File: config.mk
export PLATFORM = sky130hd
export DESIGN_NAME = apb_regbank_slave
export DESIGN_NICKNAME = d
export VERILOG_FILES = /design/src/rtl/apb_regbank_slave_pkg.sv /design/src/rtl/apb_regbank_slave_reg_file.sv /design/src/rtl/apb_regbank_slave.sv
export SDC_FILE = /design/constraint.sdc
export NUM_CORES = 1
export LEC_CHECK = 0
export ABC_AREA = 1
export ABC_CLOCK_PERIOD_IN_PS = 4400
export CORE_AREA = 3 3 241 243
export CTS_CLUSTER_SIZE = 28
export DETAILED_ROUTE_END_ITERATION = 12
export DIE_AREA = 0 0 244 246
export PLACE_DENSITY = 0.57
export SKIP_CTS_REPAIR_TIMING = 1
export SYNTH_ARGS = -nofsm -noshare
export SYNTH_HDL_FRONTEND = slang
export SYNTH_SLANG_ARGS = --single-unit
export TNS_END_PERCENT = 5
File: constraint.sdc
create_clock -name PCLK -period 4.4 [get_ports PCLK]
set_input_delay 0.66 -clock PCLK [delete_from_list [all_inputs] [get_ports PCLK]]
set_output_delay 0.66 -clock PCLK [all_outputs]
set_load 0.05 [all_outputs]
File: src/rtl/apb_regbank_slave_pkg.sv
// apb_regbank_slave_pkg: shared FSM state, error codes and index-width helper for the APB register bank.
package apb_regbank_slave_pkg;
   typedef enum logic {IDLE, ACCESS} state_e;
   typedef enum logic [1:0] {ERR_NONE, ERR_ALIGN, ERR_RANGE, ERR_RO} err_e;
   function automatic int idxw(input int n);
      return (n < 2) ? 1 : $clog2(n);
   endfunction
endpackage

File: src/rtl/apb_regbank_slave_reg_file.sv
// apb_regbank_slave_reg_file: word registers with byte-strobe writes; RO slots mirror fabric data.
module apb_regbank_slave_reg_file
   import apb_regbank_slave_pkg::*;
#(
   parameter int                  DW        = 32,
   parameter int                  NUM_REGS  = 8,
   parameter logic [NUM_REGS-1:0] RO_MASK   = '0,
   parameter logic [DW-1:0]       RESET_VAL = '0,
   parameter int                  IDXW      = idxw(NUM_REGS)
) (
   input  logic                   clk,
   input  logic                   rst,
   input  logic                   we_i,
   input  logic [IDXW-1:0]        idx_i,
   input  logic [DW-1:0]          wdata_i,
   input  logic [DW/8-1:0]        strb_i,
   input  logic [NUM_REGS*DW-1:0] hw_rdata_i,
   output logic [NUM_REGS*DW-1:0] reg_out_o
);
   for (genvar r = 0; r < NUM_REGS; r++) begin : g_reg
      logic [DW-1:0] q;
      always_ff @(posedge clk)
         if (rst) q <= RESET_VAL;
         else if (we_i && idx_i == IDXW'(r) && !RO_MASK[r])
            for (int b = 0; b < DW/8; b++)
               if (strb_i[b]) q[8*b +: 8] <= wdata_i[8*b +: 8];
      assign reg_out_o[r*DW +: DW] = RO_MASK[r] ? hw_rdata_i[r*DW +: DW] : q;
   end
endmodule

File: src/rtl/apb_regbank_slave.sv
// apb_regbank_slave: APB4 register-bank slave with wait states, byte strobes and PSLVERR decode.
// One guard bit above the index field flags the first aliased window as out of range.
module apb_regbank_slave
   import apb_regbank_slave_pkg::*;
#(
   parameter int                  DW          = 32,
   parameter int                  AW          = 32,
   parameter int                  NUM_REGS    = 8,
   parameter int                  WAIT_STATES = 0,
   parameter logic [NUM_REGS-1:0] RO_MASK     = '0,
   parameter logic [DW-1:0]       RESET_VAL   = '0
) (
   input  logic                   PCLK,
   input  logic                   PRESET,
   input  logic [AW-1:0]          PADDR,
   input  logic                   PSEL,
   input  logic                   PENABLE,
   input  logic                   PWRITE,
   input  logic [DW-1:0]          PWDATA,
   input  logic [DW/8-1:0]        PSTRB,
   output logic                   PREADY,
   output logic                   PSLVERR,
   output logic [DW-1:0]          PRDATA,
   input  logic [NUM_REGS*DW-1:0] HW_RDATA,
   output logic [NUM_REGS*DW-1:0] REG_OUT
);
   localparam int IDXW = idxw(NUM_REGS);
   state_e          state_q;
   err_e            err_q, err_d;
   logic [IDXW-1:0] idx_q;
   logic            write_q;
   logic [DW-1:0]   wdata_q, prdata_q, rd_val;
   logic [DW/8-1:0] strb_q;
   logic [3:0]      cnt_q;
   logic [IDXW:0]   idx_ext;
   logic            commit;
   logic            unused_addr;
   assign idx_ext     = PADDR[IDXW+2:2];
   assign unused_addr = ^PADDR[AW-1:IDXW+3];
   always_comb begin
      err_d  = PADDR[1:0] != 2'b00 ? ERR_ALIGN :
               idx_ext >= (IDXW+1)'(NUM_REGS) ? ERR_RANGE :
               (PWRITE && RO_MASK[idx_ext[IDXW-1:0]]) ? ERR_RO : ERR_NONE;
      rd_val = REG_OUT[int'(idx_ext[IDXW-1:0])*DW +: DW];
   end
   assign commit = state_q == ACCESS && PSEL && PENABLE && cnt_q == 4'd0 &&
                   write_q && err_q == ERR_NONE;
   always_ff @(posedge PCLK)
      if (PRESET) begin
         state_q  <= IDLE;
         err_q    <= ERR_NONE;
         idx_q    <= '0;
         write_q  <= 1'b0;
         wdata_q  <= '0;
         strb_q   <= '0;
         cnt_q    <= '0;
         prdata_q <= '0;
      end else if (state_q == IDLE) begin
         if (PSEL && !PENABLE) begin
            state_q <= ACCESS;
            idx_q   <= idx_ext[IDXW-1:0];
            write_q <= PWRITE;
            wdata_q <= PWDATA;
            strb_q  <= PSTRB;
            cnt_q   <= 4'(WAIT_STATES);
            err_q   <= err_d;
            if (!PWRITE) prdata_q <= err_d == ERR_NONE ? rd_val : '0;
         end
      end else if (!PSEL) state_q <= IDLE;
      else if (cnt_q != 4'd0) cnt_q <= cnt_q - 4'd1;
      else state_q <= IDLE;
   assign PREADY  = state_q == ACCESS && cnt_q == 4'd0;
   assign PSLVERR = PREADY && err_q != ERR_NONE;
   assign PRDATA  = prdata_q;
   apb_regbank_slave_reg_file #(
      .DW(DW), .NUM_REGS(NUM_REGS), .RO_MASK(RO_MASK), .RESET_VAL(RESET_VAL), .IDXW(IDXW)
   ) u_reg_file (
      .clk(PCLK),
      .rst(PRESET),
      .we_i(commit),
      .idx_i(idx_q),
      .wdata_i(wdata_q),
      .strb_i(strb_q),
      .hw_rdata_i(HW_RDATA),
      .reg_out_o(REG_OUT)
   );
endmodule

After elaboration in Yosys (flattened, before gate mapping)
Memories as Yosys holds them, arrays and structs flattened. Cells that the tools add are included.

Input port bits: 329. ROM bits: 8. Memories kept: 1. Register bits: 335. Logic and storage cells: 130.

Memories: (name not given) (depth 8, width 1, read ports 1, clocked after memory_dff 0, wr ports 0, line apb_regbank_slave.sv:43) `(PWRITE && RO_MASK[idx_ext[IDXW-1:0]]) ? ERR_RO : ERR_NONE;`.

Muxes and demuxes: 13. Shift-type cells: 1. Add/subtract/negate cells: 1. Magnitude comparators: 2. Equality and inequality tests: 9. Bitwise operators: 2. Reduce and logical (&&, ||, !) cells: 61.

Operator list (number): 256-bit by 9-bit indexed part select with 32-bit output (1); 2-bit AND reduction (33); 32-bit 2-to-1 mux (1); 1-bit logical AND (17); 4-bit 2-to-1 mux (4); 3-bit == test (second input constant) (4); 3-bit by 2-bit == test with 1-bit output (second input constant) (2); 2-bit 2-to-1 mux (3); 3-bit AND reduction (2); 2-bit nonzero test (3); 1-bit 2-to-1 mux (5); 4-bit greater-or-equal comparator (second input constant) (1); 2-bit logical NOT (2); 4-bit logical NOT (1); 3-bit by 4-bit < comparator with 1-bit output (second input constant) (1); 4-bit nonzero test (1); 4-bit by 1-bit subtractor with 4-bit output (second input constant) (1); 3-bit by 1-bit == test with 1-bit output (second input constant) (1); 3-bit logical NOT (1); 2-bit by 1-bit != test with 1-bit output (second input constant) (1); 2-bit != test (second input constant) (1); 1-bit NOT (2); 1-bit logical NOT (1).

Logic depth before layout (Yosys ltp)
Gate-level depths: netlist of the first run.

Word-level depth: 8. Mapped depth: 10. Gate-level depth less buffers: 9.

Hierarchy
From an unflattened synthesis of the first run, not the netlist that was laid out.

Cells, all modules: 2834. Area, all modules: 16955.0 um^2.

By module, submodules not included: apb_regbank_slave_reg_file (sequential area each 5124.9 um^2, cells each 1833, instances 1, area an instance 11433.5 um^2); apb_regbank_slave (sequential area each 1581.5 um^2, cells each 1001, instances 1, area an instance 5521.5 um^2).

Worst setup path after synthesis of the first run
OpenSTA, ideal clock, no wires.

Kind: register to output. Start: register cnt_q[0]. End: output port PSLVERR. Path slack: 1.801 ns. Data arrival time: 1.939 ns. Buffers on the path: 1. Cell stages (with the launch flop): 8. Cell sequence: dfxtp_1 > inv_1 > ha_1 > nand2_1 > nor2_2 > buf_4 > inv_1 > a21oi_1.

Word-level cells in the longest chain between the ends: 3.

Ends and longest elaborated chain: from (decl) (line apb_regbank_slave.sv:34) `logic [3:0] cnt_q;`; from (signal assigned) (line apb_regbank_slave.sv:65) `cnt_q <= 4'(WAIT_STATES);`; from (signal assigned) (line apb_regbank_slave.sv:70) `else if (cnt_q != 4'd0) cnt_q <= cnt_q - 4'd1;`; 4-bit logical NOT (line apb_regbank_slave.sv:72) `assign PREADY = state_q == ACCESS && cnt_q == 4'd0;`; 1-bit logical AND (line apb_regbank_slave.sv:72); via PREADY (line apb_regbank_slave.sv:21) `output logic PREADY,`; 1-bit logical AND (line apb_regbank_slave.sv:73) `assign PSLVERR = PREADY && err_q != ERR_NONE;`; to (decl) (line apb_regbank_slave.sv:22) `output logic PSLVERR,`.

The timed path passes the listed nets, and every way through them passes these cells.

Worst setup path in the final report of the first run
Start: register cnt_q[0]. End: output port PREADY.

Word-level cells in the longest chain between the ends: 2.

Ends and longest elaborated chain (line): 4-bit logical NOT (apb_regbank_slave.sv:72); 1-bit logical AND (apb_regbank_slave.sv:72); to (decl) (apb_regbank_slave.sv:21).

No other way between the ends.

==> summary.txt, run 1 <==
Placement
  – Port Buffers: 336
  – Dpl cell area: 0.0193 mm²
  – Post-DP HPWL: 40,400 µm
  – Final estimated routing congestion in global placement: 0.802

Final layout
  – Final nets: 3,072
  – Register area: 0.00671 mm²
  – Area of the multi-input gates: 0.00703 mm²
  – Fin area: 0.0206 mm²
  – Ratio of cells with drive above 1 in the final layout: 3.18%
  – Layout area overhead: 33.3%
  – FILL cells: 6,033

Drt
  – Drt wl/cell: 17.1 µm
  – DRC: 0
  – Post-Route WL: 60,200 µm
  – Final ANT Viol Nets: 0
  – Drt initial violations: 1,148
  – Vias per Instance: 4.44
  – Pre-antenna DRT Iters: 5
  – Via count: 15,700

Job
  – Max_cap viols: 0

Synthesis
  – Unique masters post-synth: 19
  – Most used DFF post-synth: dfxtp_1
  – Post-synth EDFFs: 0
  – Async S/R FF share, synth: 0%
  – Register area share after synthesis: 43.4%
  – Post-synthesis average cell area: 6.14 µm²
  – Post-synth net total: 2,844
  – Synthesized area: 0.0154 mm²
  – Yosys reg bits: 335
  – Synthesized instance count: 2,514
  – YS warnings: 0

Global route
  – Vias in the first global route: 14,200
  – Largest net degree at the start of global routing: 220
  – Tot GR Track Use: 19.4%
  – First-pass GRT wire length: 89,300 µm
  – Grt total ovfl: 0
  – Initial antenna violation count: 6

Die
  – Die ar.: 0.0600 mm²
  – Top Ports: 619
  – Core area: 0.0562 mm²
  – Die Span Y: 246 µm
  – Row cnt: 87
  – Die span in x: 244 µm
  – Initial Utilization: 27.5%

STA
  – Slew margin rel.: 22.2%
  – Tmin final: 3.29 ns
  – Slew Viols, Final: 0
  – Setup TNS: 0 ns
  – Max Clock Freq: 0.304 GHz
  – Final hold vios: 0
  – Final setup viols: 0
  – RSZ-0062 raised after global routing: no
  – Actual slew at the worst max-slew pin: 1.17 ns
  – Fin crit share: 74.9%
  – Max Clock Skew: 0.0180 ns

Pwr
  – Power share of the sequential group: 45.5%
  – Clk pwr share: 48.7%
  – Internal: 5.16 mW
  – Pwr dens: 333 mW/mm²
  – Switching share of power: 24.6%
  – Comb power frac: 5.9%
  – P_leak: 10.1 nW
  – Worst vdd ir: 264 µV
  – Switch Pwr: 1.68 mW

Worst setup path
  – Crit. Startpoint: cnt_q[0]
  – Critical R2R Launch: cnt_q[0]
  – Crit-path max FO: 34
  – Reg2reg path depth: 8
  – CP Data Required Time: 3.74 ns
  – Critical-path top delay cell: clkdlybuf4s50_1
  – Flop-to-flop setup slack: 1.86 ns
  – CP endpoint kind: output port
  – Worst EP arrival: 2.63 ns
  – Crit start category: register
  – Crit path buf inv count: 3
  – Crit Path Class: register to output port
  – Slowest stage delay, CP: 0.93 ns
  – CP top delay family: buffers and inverters
  – RR Endpoint: u_reg_file.g_reg[5].q[7]
  – CP Cell Sequence: inv_1 > ha_1 > nand2_1 > nor2_2 > buf_4 > clkdlybuf4s50_1

Clock tree
  – Clock sink count: 335
  – Clk slew on worst S/H paths: 0.05 ns
  – Clock latency on the worst-skew pair: 0.56 ns
  – CTS tree: yes
  – Max Root-Sink Buffers: 3
  – Cts bufs inserted: 42
  – H-tree Lvls: 2
  – Root Buffer: clkbuf_16

Min path
  – Hold Crit Start: PRDATA[18]
  – Min-delay worst type: register to register
  – WHS Endpoint: PRDATA[18]
  – Hold path depth: 2

Run status
  – Run status: complete, no violations
-- cell usage after synthesis, types with 2 or more instances --
cell / count / area share (%)
dfxtp_1: 335 / 43
a21oi_1: 138 / 4.5
buf_1: 40 / 0.97
buf_2: 42 / 1.4
nor2_1: 532 / 13
o211ai_1: 2 / 0.097
clkbuf_1: 87 / 2.1
nand3_1: 69 / 2.2
nand2_1: 856 / 21
o21ai_0: 100 / 3.2
inv_1: 274 / 6.7
nand4_1: 32 / 1.3
-- metal layers --
layer / global-route usage (%) / wire, µm / vias to the layer above
met5: 0 / 48 / -
met4: 5.15 / 1270 / 6
met3: 5.93 / 5750 / 72
met2: 29.0 / 24900 / 591
met1: 27.1 / 28300 / 6973
li1: - / - / 8019
-- state kept, by name (all words and copies together), names as in the netlist --
signal and cells:
write_q 1, u_reg_file.g.q 256, wdata_q 32, idx_q 3
strb_q 4, state_q 1, cnt_q 4, err_q 2
PRDATA 32
-- area by class of cell --
cell class / count / share of cell area (%)
Clock inverter: 4 / 0.128
Antenna cell: 2 / 0.0243
Timing Repair Buffer: 354 / 17.2
Clock buffer: 65 / 6.23
Multi-Input combinational cell: 1735 / 34.2
Tap cell: 756 / 4.60
Sequential cell: 335 / 32.6
Inverter: 274 / 5.05
-- power by group through the flow --
stage               Sequential (mW)  Combinational, mW  Clock, mW
finish                         3.11              0.401       3.33
global route                   3.11              0.439       3.54
CTS                            3.11              0.402       3.41
detailed placement             3.18              0.401          0
global placement               3.18              0.402          0
floorplan                      3.14              0.255          0
-- stage by stage --
stage | setup slack (ns) | hold WS [ns] | utilization, % | instances | total power [mW]
2_1_floorplan | 1.80 | 0.440 | - | 2514 | 3.39
5_1_grt | 0.926 | 0.469 | 36.6 | 3523 | 7.09
3_3_place_gp | 1.38 | 0.439 | 34.3 | 3454 | 3.58
6_report | 1.11 | 0.447 | 36.6 | 3525 | 6.84
4_1_cts | 1.07 | 0.451 | 36.6 | 3523 | 6.92
3_5_place_dp | 1.35 | 0.440 | 34.3 | 3454 | 3.58
-- cells by family after synthesis --
| family | Yosys count | synth area share [%] |
|---|---|---|
| AO/OA/AOI/OAI | 242 | 7.91 |
| AND/OR/NAND/NOR | 1492 | 37.4 |
| adder cells (fa/ha/maj) | 1 | 0.0810 |
| buffers and inverters | 444 | 11.2 |
| flip-flops | 335 | 43.4 |
-- worst register-to-register path: cells and delay by family (launching register included) --
kind,cells,cell delay [ns]
buf+inv,2,0.42
flops,1,0.32
simple gates,5,1.49
fa+ha+maj,1,0.19
-- worst max-delay path by stage --
stage,depth (start not counted),end
finish,6,PREADY
global route,6,PREADY
CTS,6,PREADY
detailed placement,7,u_reg_file.g_reg[5].q[1]
global placement,8,u_reg_file.g_reg[6].q[19]
floorplan,7,PSLVERR
-- placed cells by master, fill, tap and decap left out --
master | Yosys | routed
nand2_1 | 856 | 855
nor2_1 | 532 | 529
dfxtp_1 | 335 | 335
clkdlybuf4s50_1 | 0 | 332
inv_1 | 274 | 270
a21oi_1 | 138 | 138
o21ai_0 | 100 | 100
nand3_1 | 69 | 69
clkbuf_16 | 0 | 45
nand4_1 | 32 | 32
buf_4 | 1 | 14
clkbuf_1 | 87 | 12
clkbuf_8 | 0 | 8
buf_12 | 0 | 5
clkinv_2 | 0 | 4
buf_2 | 42 | 3
diode_2 | 0 | 2
nor2_2 | 1 | 2
o211ai_1 | 2 | 2
nor2_4 | 0 | 2
inv_8 | 0 | 1
nand2_2 | 0 | 1
inv_2 | 0 | 1
o21a_1 | 1 | 1
nor2b_1 | 1 | 1
nor3_1 | 1 | 1
a211oi_1 | 1 | 1
ha_1 | 1 | 1
clkinv_4 | 0 | 1
clkinvlp_4 | 0 | 1
(Power assumes the default switching activity.)
==> run 2, diff against run 1 <==
Settings changed: ABC_CLOCK_PERIOD_IN_PS 4400 to 3100, CORE_AREA 3 3 241 243 to 3 3 242 244, DIE_AREA 0 0 244 246 to 0 0 245 247.
Clock period 4.4 ns to 3.1 ns, I/O delays scaled along.
==> summary.txt, run 2 (synthesis results as in run 1) <==
Drt
  – Pre-antenna DRT Iters: 5
  – Final ANT Viol Nets: 0
  – Vias per Instance: 4.40
  – DRC: 0
  – Via count: 15,700
  – Post-Route WL: 60,200 µm
  – Drt initial violations: 1,099
  – Drt wl/cell: 16.9 µm

Worst setup path
  – Crit-path max FO: 17
  – CP endpoint kind: output port
  – Most common cell on crit path: buf_4
  – Worst EP arrival: 2.06 ns
  – Critical-path top delay cell: dfxtp_1
  – CP Cell Sequence: inv_1 > ha_1 > nand2_1 > nor2_2 > buf_4 > buf_4 > buf_12
  – CP Data Required Time: 2.63 ns
  – Crit Path Class: register to output port
  – Crit start category: register
  – Slowest stage delay, CP: 0.32 ns

Global route
  – First-pass GRT wire length: 88,400 µm
  – Initial antenna violation count: 5
  – Tot GR Track Use: 19.1%
  – Grt total ovfl: 0
  – Largest net degree at the start of global routing: 165
  – Vias in the first global route: 14,200

Placement
  – Pre-CTS setup slack: 0.708 ns
  – Post-DP HPWL: 40,700 µm
  – Final estimated routing congestion in global placement: 0.825
  – Port Buffers: 336

Final layout
  – Max reg flops: 256
  – Final nets: 3,116
  – Commonest non-fill, non-tap cell in the layout: nand2_1
  – Ratio of cells with drive above 1 in the final layout: 4.94%
  – Biggest register: u_reg_file.g.q
  – Most frequent cells in the layout: 855 x nand2_1, 529 x nor2_1, 335 x dfxtp_1
  – Layout area overhead: 35.9%

STA
  – Final setup viols: 0
  – Actual slew at the worst max-slew pin: 0.857 ns
  – Slew margin rel.: 42.8%
  – Fin crit share: 81.5%
  – Tmin final: 2.53 ns
  – Final hold vios: 0
  – Setup WS post-layout: 0.574 ns
  – Max Clock Skew: 0.0260 ns
  – Slew Viols, Final: 0
  – RSZ-0062 raised after global routing: no
  – Setup TNS: 0 ns
  – Max Clock Freq: 0.396 GHz

Die
  – Top Ports: 619
  – Die Span Y: 247 µm
  – Row cnt: 87
  – Die span in x: 245 µm
  – Core area: 0.0565 mm²
  – Initial Utilization: 27.3%
  – Die ar.: 0.0605 mm²

Pwr
  – P_leak: 10.4 nW
  – Worst vdd ir: 324 µV
  – Pwr dens: 467 mW/mm²
  – Overall Power: 9.79 mW

Clock tree
  – Root Buffer: clkbuf_16
  – H-tree Lvls: 2
  – Clk slew on worst S/H paths: 0.06 ns
  – Cts bufs inserted: 41
  – CTS tree: yes
  – Clock sink count: 335
  – Max Root-Sink Buffers: 3
  – Clock latency on the worst-skew pair: 0.56 ns

Run status
  – Run status: complete, no violations

Min path
  – Min-delay worst type: primary input to register

Job
  – Max_cap viols: 0
[run 2: cell types whose count changed in the layout (fill, tap and decap cells not counted), moves of 2 or more]
| cell | delta |
|---|---|
| buf_12 | +5 |
| buf_4 | +42 |
| bufinv_16 | +2 |
| clkbuf_1 | -2 |
| clkbuf_16 | -2 |
| clkdlybuf4s50_1 | -2 |
| clkinv_2 | +4 |
[run 2: report_power, final]
part / internal, mW / switching, mW / leakage [nW]
registers: 4.34 / 0.0746 / 2.70
logic: 0.178 / 0.410 / 7.01
clock network: 2.86 / 1.93 / 0.653
[run 2: cell type report]
type | instances | area [µm²]
clock inverter | 11 | 115
timing repair buffer | 399 | 3940
antenna | 1 | 2.50
inverter | 274 | 1040
tap | 756 | 946
fill | 6021 | 35500
clock buffer | 60 | 1210
sequential | 335 | 6710
multi-input combinational | 1735 | 7030
[run 2: critical path: cells and delay by family, from the launching register on]
kind,cells,cell delay [ns]
adder cells (fa/ha/maj),1,0.19
buffers and inverters,4,0.75
AND/OR/NAND/NOR,2,0.22
flip-flops,1,0.32
[run 2: worst paths after layout]
path                                 start                        end  slack (ns)  cells after the start
worst max-delay path              cnt_q[0]                     PREADY        0.57                      7
worst min-delay path                PRESET   u_reg_file.g_reg[7].q[4]        0.43                      4
worst max register to register    idx_q[2]  u_reg_file.g_reg[6].q[18]        1.03                      7
worst min register to register  PRDATA[11]                 PRDATA[11]        0.45                      2
[run 2: metrics by stage]
step	util [%]	instances	area, µm²	hold WS [ns]
after floorplan	-	2514	15400	0.440
after global placement	34.8	3499	19700	0.439
after detailed placement	34.8	3499	19700	0.441
after CTS	37.1	3570	21000	0.415
after global routing	37.1	3570	21000	0.449
final	37.1	3571	21000	0.432
[run 2: per-layer routing]
| layer | vias to the layer above | track usage [%] | wire length, µm |
|---|---|---|---|
| li1 | 8120 | - | - |
| met4 | 10 | 3.98 | 939 |
| met5 | - | 0 | 69 |
| met2 | 573 | 28.7 | 24800 |
| met1 | 6938 | 26.9 | 28500 |
| met3 | 72 | 6.05 | 5980 |
==> run 3, diff against run 2 <==
Settings changed: ABC_CLOCK_PERIOD_IN_PS 3100 to 2100, CORE_AREA 3 3 242 244 to 3 3 239 241, DIE_AREA 0 0 245 247 to 0 0 242 244, PLACE_DENSITY 0.57 to 0.6.
Clock period 3.1 ns to 2.1 ns, I/O delays scaled along.
==> summary.txt, run 3 (synthesis results as in run 1) <==
Drt
  – Pre-antenna DRT Iters: 6
  – Post-Route WL: 60,700 µm
  – Via count: 16,000
  – Vias per Instance: 4.48
  – Drt initial violations: 1,059
  – DRC: 0
  – Final ANT Viol Nets: 0
  – Drt wl/cell: 17.0 µm

Global route
  – Met1 Usage GRT: 26.8%
  – Tot GR Track Use: 19.6%
  – Most used routing layer: met2
  – Grt met2 use: 29.7%
  – Initial antenna violation count: 7
  – Largest net degree at the start of global routing: 133
  – Met3 Use GR: 6.32%
  – Vias in the first global route: 14,400
  – First-pass GRT wire length: 89,600 µm
  – Grt total ovfl: 0

STA
  – Slew Viols, Final: 0
  – Fin crit share: 98.6%
  – Tmin final: 2.07 ns
  – Slew margin rel.: 50.1%
  – Max Clock Freq: 0.483 GHz
  – Final hold vios: 0
  – Setup WS post-layout: 0.0304 ns
  – Max Clock Skew: 0.0201 ns
  – Final setup viols: 0
  – RSZ-0062 raised after global routing: no
  – Actual slew at the worst max-slew pin: 0.748 ns

Worst setup path
  – CP top delay family: buffers and inverters
  – Crit-path max FO: 3
  – Worst EP arrival: 1.75 ns
  – Crit path buf inv count: 1
  – Slowest stage delay, CP: 0.84 ns
  – Critical-path top delay cell: clkdlybuf4s50_1
  – CP Data Required Time: 1.78 ns
  – Crit start category: register
  – Crit Path Class: register to output port
  – CP Cell Sequence: clkdlybuf4s50_1
  – CP endpoint kind: output port

Min path
  – Min-delay worst type: primary input to register

Clock tree
  – Cts bufs inserted: 41
  – Clock sink count: 335
  – Clock latency on the worst-skew pair: 0.56 ns
  – H-tree Lvls: 2
  – CTS tree: yes
  – Max Root-Sink Buffers: 3
  – Clk slew on worst S/H paths: 0.06 ns
  – Root Buffer: clkbuf_16

Placement
  – Pre-CTS setup slack: 0.112 ns
  – Final estimated routing congestion in global placement: 0.828
  – Post-DP HPWL: 41,400 µm
  – Dpl cell area: 0.0198 mm²
  – Port Buffers: 336

Final layout
  – Max reg flops: 256
  – Commonest non-fill, non-tap cell in the layout: nand2_1
  – Layout area overhead: 39.9%
  – Final core utilization: 39.2%
  – Final nets: 3,127
  – Fin area: 0.0216 mm²
  – Ratio of cells with drive above 1 in the final layout: 5.55%
  – Biggest register: u_reg_file.g.q
  – Most frequent cells in the layout: 855 x nand2_1, 529 x nor2_1, 334 x dfxtp_1

Job
  – Max_cap viols: 0

Pwr
  – Pwr dens: 669 mW/mm²
  – Overall Power: 14.5 mW
  – P_leak: 13.5 nW
  – Worst vdd ir: 550 µV

Die
  – Die ar.: 0.0590 mm²
  – Initial Utilization: 28.0%
  – Core area: 0.0551 mm²
  – Die span in x: 242 µm
  – Row cnt: 86
  – Die Span Y: 244 µm
  – Top Ports: 619

Run status
  – Run status: complete, no violations
==> run 3: power breakdown <==
part | switching (mW) | total (mW) | internal, mW
clock | 2.88 | 7.01 | 4.13
combinational | 0.615 | 0.928 | 0.313
sequential | 0.111 | 6.52 | 6.41
==> run 3: layer usage <==
| layer | share of wire [%] | routed length [µm] | vias to the layer above |
|---|---|---|---|
| met1 | 46 | 28100 | 7191 |
| met4 | 2.4 | 1430 | 12 |
| met3 | 9.4 | 5680 | 94 |
| li1 | - | - | 8135 |
| met2 | 42 | 25400 | 596 |
| met5 | 0.15 | 91 | - |
==> run 3: final timing paths <==
| kind | start | cells after the start | slack [ns] | endpoint |
|---|---|---|---|---|
| setup / recovery | u_reg_file.g_reg[1].q[0] | 1 | 0.03 | REG_OUT[32] |
| hold / removal | PRESET | 4 | 0.26 | u_reg_file.g_reg[3].q[31] |
| setup reg to reg | cnt_q[1] | 12 | 0.26 | u_reg_file.g_reg[2].q[5] |
| hold reg to reg | PRDATA[0] | 2 | 0.45 | PRDATA[0] |
==> run 3: stage by stage <==
step / std cells / hold slack [ns] / TNS, ns
5_1_grt: 3575 / 0.277 / 0
4_1_cts: 3569 / 0.252 / -3.00
2_1_floorplan: 2514 / 0.440 / 0
6_report: 3576 / 0.259 / 0
3_3_place_gp: 3496 / 0.438 / 0
3_5_place_dp: 3496 / 0.442 / 0
==> run 3: layout make-up <==
type / count / area, µm²
Antenna cell: 1 / 2.50
Clock buffer: 64 / 1220
Clock inverter: 9 / 83.8
Fill cell: 5812 / 33500
Inverter: 274 / 1040
Multi-Input combinational cell: 1735 / 7050
Sequential cell: 335 / 6710
Tap cell: 748 / 936
Timing Repair Buffer: 410 / 4550
